### config.mk
export PLATFORM = sky130hd
export DESIGN_NAME = wb_stage
export DESIGN_NICKNAME = d
export VERILOG_FILES = /design/src/rtl/wb_stage_pkg.sv /design/src/rtl/wb_lane_commit.sv /design/src/rtl/wb_stage.sv
export SDC_FILE = /design/constraint.sdc
export NUM_CORES = 1
export LEC_CHECK = 0
export CORE_MARGIN = 4
export CORE_UTILIZATION = 60
export DETAILED_ROUTE_END_ITERATION = 10
export DONT_BUFFER_PORTS = 1
export GPL_TIMING_DRIVEN = 0
export HOLD_SLACK_MARGIN = 0.06
export PLACE_DENSITY = 0.76
export SYNTH_ARGS = -nofsm -noshare
export SYNTH_HDL_FRONTEND = slang
export SYNTH_SLANG_ARGS = --single-unit
### constraint.sdc
create_clock -name clk -period 17.55 [get_ports clk]
set_clock_uncertainty 0.1 [all_clocks]
set_input_delay 1.755 -clock clk [delete_from_list [all_inputs] [get_ports clk]]
set_output_delay 1.755 -clock clk [all_outputs]
set_load 0.02 [all_outputs]
### src/rtl/wb_stage_pkg.sv
// rtl/wb_stage_pkg.sv - shared state encoding and lane helpers for the write-back stage
//
// Purpose: FSM state type and the memory-lane selection/popcount helpers
// used by wb_stage. The memory-lane priority must match the memory stage.
package wb_stage_pkg;

  typedef enum logic [1:0] {
    ST_EMPTY    = 2'd0,
    ST_WAIT_MEM = 2'd1,
    ST_RETIRE   = 2'd2,
    ST_DRAIN    = 2'd3
  } wb_state_t;

  // One-hot memory lane: lane0 wins when both lanes carry a load.
  function automatic logic [1:0] mem_lane_sel(input logic [1:0] lane_v,
                                              input logic       ld0,
                                              input logic       ld1);
    mem_lane_sel = 2'b00;
    if (lane_v[0] && ld0)      mem_lane_sel = 2'b01;
    else if (lane_v[1] && ld1) mem_lane_sel = 2'b10;
  endfunction

  function automatic logic [1:0] popcount2(input logic [1:0] v);
    popcount2 = {1'b0, v[0]} + {1'b0, v[1]};
  endfunction

endpackage

### src/rtl/wb_lane_commit.sv
// rtl/wb_lane_commit.sv - per-lane write-enable, kill and write-data select
//
// Purpose: combinational commit decision for one retiring lane.
// Ports:
//   i_valid, i_we, i_rd, i_res : registered lane fields
//   i_is_mem, i_mem_data       : lane is the memory lane / captured load data
//   i_kill                     : lane squashed by an exception
//   o_wen, o_commit, o_wdata   : register write enable, lane retires, write data
module wb_lane_commit #(
  parameter int DATA_W = 32,
  parameter int RA_W   = 5
) (
  input  logic              i_valid,
  input  logic              i_we,
  input  logic [RA_W-1:0]   i_rd,
  input  logic [DATA_W-1:0] i_res,
  input  logic              i_is_mem,
  input  logic [DATA_W-1:0] i_mem_data,
  input  logic              i_kill,
  output logic              o_wen,
  output logic              o_commit,
  output logic [DATA_W-1:0] o_wdata
);

  assign o_commit = i_valid && !i_kill;
  // x0 is hardwired zero, so writes to it are dropped here.
  assign o_wen    = o_commit && i_we && (i_rd != '0);
  assign o_wdata  = i_is_mem ? i_mem_data : i_res;

endmodule

### src/rtl/wb_stage.sv
// rtl/wb_stage.sv - dual-lane write-back stage with load wait, exceptions and retire count
//
// Purpose: holds one two-lane bundle from the memory stage, waits for the
// dcache result when a lane is a load, then retires both lanes for one cycle.
// Ports:
//   clk, reset (async, active-high), flush
//   ms_valid/ms_ready handshake, lane fields lane_v, pc*, rd*, we*, res*, ld*
//   mem_ok/mem_data/mem_ale dcache load response
//   rf_we/rf_wa*/rf_wd* register-file write port, excp_v/excp_pc, retired
module wb_stage
  import wb_stage_pkg::*;
#(
  parameter int DATA_W = 32,
  parameter int RA_W   = 5
) (
  input  logic              clk,
  input  logic              reset,
  input  logic              flush,
  input  logic              ms_valid,
  output logic              ms_ready,
  input  logic [1:0]        lane_v,
  input  logic [DATA_W-1:0] pc0,
  input  logic [DATA_W-1:0] pc1,
  input  logic [RA_W-1:0]   rd0,
  input  logic [RA_W-1:0]   rd1,
  input  logic              we0,
  input  logic              we1,
  input  logic [DATA_W-1:0] res0,
  input  logic [DATA_W-1:0] res1,
  input  logic              ld0,
  input  logic              ld1,
  input  logic              mem_ok,
  input  logic [DATA_W-1:0] mem_data,
  input  logic              mem_ale,
  output logic [1:0]        rf_we,
  output logic [RA_W-1:0]   rf_wa0,
  output logic [RA_W-1:0]   rf_wa1,
  output logic [DATA_W-1:0] rf_wd0,
  output logic [DATA_W-1:0] rf_wd1,
  output logic              excp_v,
  output logic [DATA_W-1:0] excp_pc,
  output logic [31:0]       retired
);

  wb_state_t         r_state, w_state_nxt;
  logic [1:0]        r_lane_v, r_we, r_mlane;
  logic [DATA_W-1:0] r_pc0, r_pc1, r_res0, r_res1, r_mem_data;
  logic [RA_W-1:0]   r_rd0, r_rd1;
  logic              r_mem_ale;
  logic [RA_W-1:0]   r_wa0, r_wa1;
  logic [DATA_W-1:0] r_wd0, r_wd1, r_excp_pc;
  logic [31:0]       r_retired;

  logic              w_accept, w_retire, w_fault, w_collide, w_mem_cap;
  logic [1:0]        w_in_mlane;
  logic              w_wen0, w_wen1, w_commit0, w_commit1;
  logic [DATA_W-1:0] w_wd0, w_wd1, w_fault_pc;

  assign ms_ready   = (r_state == ST_EMPTY) || (r_state == ST_RETIRE);
  // flush outranks accept, so a bundle offered under flush is not taken.
  assign w_accept   = ms_valid && ms_ready && !flush;
  assign w_in_mlane = mem_lane_sel(lane_v, ld0, ld1);
  assign w_mem_cap  = (r_state == ST_WAIT_MEM) && mem_ok && !flush;
  assign w_retire   = (r_state == ST_RETIRE) && !flush;

  // A fault on lane0 also squashes the younger lane1; a fault on lane1 leaves lane0.
  assign w_fault    = r_mem_ale && (r_mlane != 2'b00);
  assign w_fault_pc = r_mlane[0] ? r_pc0 : r_pc1;

  wb_lane_commit #(.DATA_W(DATA_W), .RA_W(RA_W)) u_lane0 (
    .i_valid(r_lane_v[0]), .i_we(r_we[0]), .i_rd(r_rd0), .i_res(r_res0),
    .i_is_mem(r_mlane[0]), .i_mem_data(r_mem_data), .i_kill(w_fault && r_mlane[0]),
    .o_wen(w_wen0), .o_commit(w_commit0), .o_wdata(w_wd0)
  );

  wb_lane_commit #(.DATA_W(DATA_W), .RA_W(RA_W)) u_lane1 (
    .i_valid(r_lane_v[1]), .i_we(r_we[1]), .i_rd(r_rd1), .i_res(r_res1),
    .i_is_mem(r_mlane[1]), .i_mem_data(r_mem_data), .i_kill(w_fault),
    .o_wen(w_wen1), .o_commit(w_commit1), .o_wdata(w_wd1)
  );

  // Lane1 is younger, so on a same-rd write its value is the architectural one.
  assign w_collide = w_wen0 && w_wen1 && (r_rd0 == r_rd1);

  assign rf_we   = w_retire ? {w_wen1, w_wen0 && !w_collide} : 2'b00;
  assign rf_wa0  = w_retire ? r_rd0 : r_wa0;
  assign rf_wa1  = w_retire ? r_rd1 : r_wa1;
  assign rf_wd0  = w_retire ? w_wd0 : r_wd0;
  assign rf_wd1  = w_retire ? w_wd1 : r_wd1;
  assign excp_v  = w_retire && w_fault;
  assign excp_pc = excp_v ? w_fault_pc : r_excp_pc;
  assign retired = r_retired;

  always_comb begin
    w_state_nxt = r_state;
    case (r_state)
      ST_EMPTY: begin
        if (w_accept) w_state_nxt = (w_in_mlane != 2'b00) ? ST_WAIT_MEM : ST_RETIRE;
      end
      ST_WAIT_MEM: begin
        if (flush)       w_state_nxt = ST_DRAIN;
        else if (mem_ok) w_state_nxt = ST_RETIRE;
      end
      ST_RETIRE: begin
        if (w_accept) w_state_nxt = (w_in_mlane != 2'b00) ? ST_WAIT_MEM : ST_RETIRE;
        else          w_state_nxt = ST_EMPTY;
      end
      ST_DRAIN: begin
        // The outstanding response is consumed and dropped; flush is moot here.
        if (mem_ok) w_state_nxt = ST_EMPTY;
      end
      default: w_state_nxt = ST_EMPTY;
    endcase
  end

  always_ff @(posedge clk or posedge reset) begin
    if (reset) begin
      r_state    <= ST_EMPTY;
      r_lane_v   <= '0;
      r_we       <= '0;
      r_mlane    <= '0;
      r_pc0      <= '0;
      r_pc1      <= '0;
      r_rd0      <= '0;
      r_rd1      <= '0;
      r_res0     <= '0;
      r_res1     <= '0;
      r_mem_data <= '0;
      r_mem_ale  <= 1'b0;
      r_wa0      <= '0;
      r_wa1      <= '0;
      r_wd0      <= '0;
      r_wd1      <= '0;
      r_excp_pc  <= '0;
      r_retired  <= '0;
    end else begin
      r_state <= w_state_nxt;
      if (w_accept) begin
        r_lane_v  <= lane_v;
        r_we      <= {we1, we0};
        r_mlane   <= w_in_mlane;
        r_pc0     <= pc0;
        r_pc1     <= pc1;
        r_rd0     <= rd0;
        r_rd1     <= rd1;
        r_res0    <= res0;
        r_res1    <= res1;
        r_mem_ale <= 1'b0;
      end
      if (w_mem_cap) begin
        r_mem_data <= mem_data;
        r_mem_ale  <= mem_ale;
      end
      if (w_retire) begin
        r_wa0     <= r_rd0;
        r_wa1     <= r_rd1;
        r_wd0     <= w_wd0;
        r_wd1     <= w_wd1;
        r_retired <= r_retired + {30'd0, popcount2({w_commit1, w_commit0})};
      end
      if (excp_v) r_excp_pc <= w_fault_pc;
    end
  end

endmodule
==> metrics, run 1 <==
hold path endpoint=r_res1[22]; worst hold stages=2; DRT iter0 DRCs=638; Mapped Avg Cell Area=9.929 um^2; vias per std cell=~5.7; initial antenna violation count=5; setup TNS=0 ns; routability cong.=between 0.8 and 0.9; drt wl/cell=20.23 um; clk buf depth=3; Yosys top cell area share=0.6085; Critical Path Start Type=input port; critical path class=in -> out; TritonCTS clock tree=done; Slew HR=0.3023; RSZ-0062 raised after global routing=no; Layout area overhead=11.62%; HPWL after detailed placement=23990 um; global route overflow=0; first-pass GRT wire length=52390 um; Netlist cell types=33; hold buffer count at CTS=0; via count=9431; synth top area cells=dfrtp_1, nand2_1, mux2i_1; final WL=approximately 33000 um; Reg-to-Reg End=r_wd0[28]; register bit total from synthesis=317; worst hold path class=reg -> reg; Detail Route Antenna Nets=0; IO buf count=0; Max-Cap Viols=0; sequential area share after synthesis=0.6085; r2r setup slk=14.63 ns; pin count of the biggest net entering global routing=roughly 120; Netlist Area Pre-Place=13040 um^2; Final Max Tran Viols=0; Worst setup EP type=output pin; Worst Max-Slew Pin Slew=between 1 and 1.5 ns; 1st-pass router iterations=5; Die Height=between 150 and 200 um; Die W=approximately 160 um; Post-synth EDFFs=0; Reg clk slew, reported paths=around 0.060 ns; fraction of registers with async set/reset=1.000; Final Hold Fails=0; H-tree Lvls=2; Final period util=0.3284; VDD IR-drop max=0.08982 mV; PostCTS Resize Cnt=0; worst endpoint data arrival time=3.91 ns; Final #Nets=1535; pwr/cell area=between 150 and 200 nW/um^2; core area=21220 um^2; R2R cell count=5; share of cells above drive strength 1=0.06992; CTS Sinks=317; crit-path max FO=10; prevailing post-synth register cell=dfrtp_1; overall routing resource usage=0.2745; setup repair bufs after CTS=0; CTS buffer count=34; vias in the first global route=9581; Hold Crit Start=r_res1[22]; detailed-route DRC error count=0; Clk Latency, worst-skew pair=around 0.5 ns; Hold WS=0.3713 ns; minimum clock period=5.764 ns; Root Buffer=clkbuf_16; largest area contributor in the netlist=dfrtp_1; die footprint=about 24000 um^2; final setup fails=0; outcome=complete, no violations; Yosys warning count=0; Max Fclk=173.5 MHz; FP Rows=53; reg-to-reg startpoint=r_state[0]; CP required=15.69 ns; cell count after synthesis=1313; Leak=7.092 nW; Starting Density=0.6143; syn nets=1497; Ports=~320
where the power goes:
part           total, mW  switching (mW)  internal (mW)
Clock              0.703           0.279          0.424
Combinational      0.532           0.384          0.149
Sequential          1.06           0.114          0.942
worst max path at each step:
stage	start	cells past startpoint	slack, ns	end
after detailed placement	flush	5	11.76	excp_pc[30]
after global routing	flush	5	11.62	excp_pc[21]
final	flush	5	11.79	rf_wd0[28]
after CTS	flush	5	11.75	excp_pc[30]
after floorplan	reset	1	6.92	r_excp_pc[0]
after global placement	reset	1	3.80	r_wd0[20]
per-layer routing:
metal | GRT usage | wire length (um) | vias to the layer above
met2 | 0.4443 | 16090 | 381
met4 | 0.09379 | 1060 | 6
met3 | 0.09068 | 3123 | 78
li1 | - | - | 4355
met1 | 0.3511 | 13070 | 4611
met5 | 0 | 46 | -
cell usage in the layout (no fill, tap or decap), types with 2 or more instances in the layout:
master	instances
a22oi_1	2
and2_1	3
and3_1	9
and4_1	4
buf_1	13
buf_16	2
buf_2	5
bufinv_16	2
clkbuf_1	61
clkbuf_16	35
clkbuf_8	7
clkinv_2	6
dfrtp_1	317
diode_2	3
inv_1	5
mux2_2	32
mux2i_1	96
nand2_1	580
nand3_1	11
nand4_1	13
nor2_1	7
nor3_1	5
nor4_1	4
o21ai_0	103
xnor2_1	26
xor2_1	9
worst max-delay path, cell delays in order:
cell      delay (ns)
or3b_1          0.35
buf_2           0.24
clkbuf_1        0.31
clkbuf_1        0.38
o21ai_0         0.86
cells by family after synthesis:
family | count (synthesis) | synth area share
simple gates | 645 | 0.1993
flops | 317 | 0.6085
mux | 128 | 0.1014
compound gates | 107 | 0.04156
buf+inv | 79 | 0.02323
xor+xnor | 35 | 0.02352
fa+ha+maj | 2 | 0.002495
cell usage after synthesis (2+ instances only):
| cell | instances |
|---|---|
| a22oi_1 | 2 |
| and2_1 | 3 |
| and3_1 | 9 |
| and4_1 | 4 |
| buf_1 | 13 |
| buf_2 | 5 |
| clkbuf_1 | 55 |
| dfrtp_1 | 317 |
| inv_1 | 6 |
| mux2_2 | 32 |
| mux2i_1 | 96 |
| nand2_1 | 580 |
| nand3_1 | 11 |
| nand4_1 | 13 |
| nor2_1 | 7 |
| nor3_1 | 5 |
| nor4_1 | 4 |
| o21ai_0 | 103 |
| xnor2_1 | 26 |
| xor2_1 | 9 |
flip-flops by register name, indices dropped and copies added, names as in the netlist, 32 cells and up:
register and cells:
r_pc0 32, r_wd0 32, r_excp_pc 32, r_mem_data 32, r_wd1 32, r_res0 32
r_res1 32, retired 32, r_pc1 32
cell type report:
cell class | instances | area, um^2
Buffer | 73 | 280.3
Antenna cell | 3 | 7.507
Tap cell | 275 | 344.1
Multi-Input combinational cell | 917 | 4801
Clock buffer | 48 | 994.7
Fill cell | 1613 | 6669
Clock inverter | 10 | 106.4
Inverter | 6 | 30.03
Timing Repair Buffer | 2 | 55.05
Sequential cell | 317 | 7933
metrics by stage:
| step | cells | total power [mW] | utilization | area, um^2 | worst slack (ns) |
|---|---|---|---|---|---|
| 5_1_grt | 1649 | 2.411 | 0.6855 | 14550 | 11.62 |
| 2_1_floorplan | 1313 | 1.458 | - | 13040 | 6.924 |
| 3_3_place_gp | 1588 | 1.574 | 0.6305 | 13380 | 3.799 |
| 3_5_place_dp | 1590 | 1.598 | 0.6335 | 13440 | 11.76 |
| 6_report | 1651 | 2.291 | 0.6857 | 14550 | 11.79 |
| 4_1_cts | 1648 | 2.304 | 0.6854 | 14540 | 11.75 |
(Power assumes the default switching activity.)
==> run 2, diff against run 1 <==
--- a/config.mk
+++ b/config.mk
@@ -6,12 +6,12 @@
 export NUM_CORES = 1
 export LEC_CHECK = 0
 export CORE_MARGIN = 4
-export CORE_UTILIZATION = 60
+export CORE_UTILIZATION = 57
 export DETAILED_ROUTE_END_ITERATION = 10
 export DONT_BUFFER_PORTS = 1
 export GPL_TIMING_DRIVEN = 0
 export HOLD_SLACK_MARGIN = 0.06
-export PLACE_DENSITY = 0.76
+export PLACE_DENSITY = 0.75
 export SYNTH_ARGS = -nofsm -noshare
 export SYNTH_HDL_FRONTEND = slang
 export SYNTH_SLANG_ARGS = --single-unit
==> constraint.sdc (replaced) <==
create_clock -name clk -period 5.3 [get_ports clk]
set_clock_uncertainty 0.1 [all_clocks]
set_input_delay 0.53 -clock clk [delete_from_list [all_inputs] [get_ports clk]]
set_output_delay 0.53 -clock clk [all_outputs]
set_load 0.02 [all_outputs]
==> metrics, run 2 (synthesized netlist as in run 1, its figures left out) <==
CP required=4.67 ns (-11.02 ns); Max Fclk=254.8 MHz; Reg clk slew, reported paths=0.06 ns (about the same); R2R cell count=5 (unchanged); Filler cells=1544 (-4.3%); worst path cell trace=nor3b_1 -> nand2b_1 -> clkbuf_1 -> clkbuf_1 -> o21ai_0; Final Max Tran Viols=0 (unchanged); critical path class=reg -> out; Worst setup EP type=output pin; pwr/cell area=483.8 nW/um^2 (+210%); hold buffer count at CTS=146 (+146); via count=10330 (+9.6%); Slowest-stage cell, CP=o21ai_0; most frequent cells in the layout=nand2_1, dfrtp_1, dlygate4sd3_1; core area=22570 um^2 (+6.4%); clk buf depth=3 (unchanged); Root Buffer=clkbuf_16; Die Height=159.2 um (+2.5%); Max-Cap Viols=0 (unchanged); setup TNS=0 ns (unchanged); IO buf count=0 (unchanged); H-tree Lvls=2 (unchanged); most frequent CP cell=clkbuf_1; Final #Nets=1689 (+10%); die footprint=25350 um^2 (+5.0%); register area=7933 um^2 (unchanged); Detail Route Antenna Nets=0 (unchanged); setup repair bufs after CTS=0 (unchanged); final setup fails=0 (unchanged); FP Rows=55 (+3.8%); Hold Crit Start=mem_data[14]; detailed-route DRC error count=0 (unchanged); Final Hold Fails=0 (unchanged); HPWL after detailed placement=25050 um (+4.4%); vias per std cell=5.693 (-0.34%); Reg-to-Reg End=r_wd0[30]; total power=7.838 mW (+240%); Ports=324 (unchanged); CTS Sinks=317 (unchanged); 1st-pass router iterations=6 (+1); worst endpoint data arrival time=3.30 ns (-0.61 ns); r2r setup slk=2.18 ns (-12.45 ns); Hold WS=0.07890 ns (-0.2924 ns); PostCTS Resize Cnt=0 (unchanged); Worst Max-Slew Pin Slew=1.099 ns (+0.06291 ns); Final period util=0.7406; overall routing resource usage=0.3009 (+0.02638); Top delay family on crit path=simple AND/OR/NAND/NOR gates; Leak=7.784 nW (+9.8%); worst hold stages=1 (-1); VDD IR-drop max=0.3315 mV (+270%); global route overflow=0 (unchanged); Slew HR=0.2658 (-0.03656); hold path endpoint=r_mem_data[14]; Critical path buffers and inverters=2 (-1); Clk Latency, worst-skew pair=0.50 ns (about the same); slowest stage delay, CP=0.83 ns (-0.03 ns); vias in the first global route=11110 (+16%); TritonCTS clock tree=done; crit-path max FO=10 (unchanged); pin count of the biggest net entering global routing=45 (-61%); reg-to-reg startpoint=r_state[1]; outcome=complete, no violations; RSZ-0062 raised after global routing=no; placed insts=1607 (+1.1%); minimum clock period=approximately 3.9 ns; commonest non-fill, non-tap cell in the layout=nand2_1; initial antenna violation count=4 (-1); CTS buffer count=35 (+2.9%); area of the multi-input gates=4801 um^2 (unchanged); fin cells=1815 (+9.9%); post-layout util=0.7178 (+0.03206); Starting Density=0.5775 (-0.03678); worst hold path class=in -> reg; share of cells above drive strength 1=0.06815 (-0.001768); Die W=159.2 um (+2.5%); first-pass GRT wire length=61180 um (+17%); drt wl/cell=21.17 um (+4.6%); DRT iter0 DRCs=750 (+18%); final WL=38420 um (+15%); Layout area overhead=24.28%; Critical Path Start Type=register; routability cong.=0.8763 (+0.63%)
==> run 2: cell types whose count changed in the layout (fill, tap and decap cells not counted), sizes merged <==
cell	before	now
dlygate4sd3	0	146
buf	20	27
clkbuf	103	108
clkinv	6	4
inv	7	5
bufinv	2	1
diode	3	4
==> run 2: area by class of cell <==
| cell class | count | share of cell area |
|---|---|---|
| Multi-Input combinational cell | 917 | 0.2963 |
| Tap cell | 285 | 0.02201 |
| Sequential cell | 317 | 0.4896 |
| Buffer | 73 | 0.01730 |
| Timing Repair Buffer | 155 | 0.1018 |
| Clock inverter | 5 | 0.003089 |
| Clock buffer | 53 | 0.06765 |
| Antenna cell | 4 | 0.0006178 |
| Inverter | 6 | 0.001622 |
==> run 2: worst max-delay path by stage <==
stage | end | from | cells after the start
floorplan | r_excp_pc[0] | reset | 1
global placement | r_res1[7] | reset | 1
detailed placement | rf_wd0[30] | flush | 5
CTS | excp_pc[30] | r_state[1] | 5
global route | excp_pc[30] | r_state[1] | 5
finish | excp_pc[30] | r_state[1] | 5
==> run 2: power breakdown <==
| group | total, mW | internal (mW) | switching, mW | leakage, nW |
|---|---|---|---|---|
| registers | 3.52 | 3.12 | 0.400 | 4.04 |
| clock network | 2.40 | 1.46 | 0.931 | 0.571 |
| logic | 1.92 | 0.574 | 1.35 | 3.17 |
| total | 7.84 | 5.16 | 2.68 | 7.78 |
==> run 2: per-layer routing <==
layer	GRT usage	share of wire	vias up
met2	0.5188	0.50	496
li1	-	-	4648
met1	0.3549	0.37	5053
met3	0.09319	0.087	134
met4	0.1168	0.042	2
met5	0	0.00049	-
==> run 2: through the flow <==
stage | setup WS [ns] | area [um^2]
detailed placement | 1.773 | 13580
finish | 1.375 | 16200
CTS | 1.303 | 16190
floorplan | 0.4452 | 13040
global placement | -1.126 | 13400
global route | 1.164 | 16200
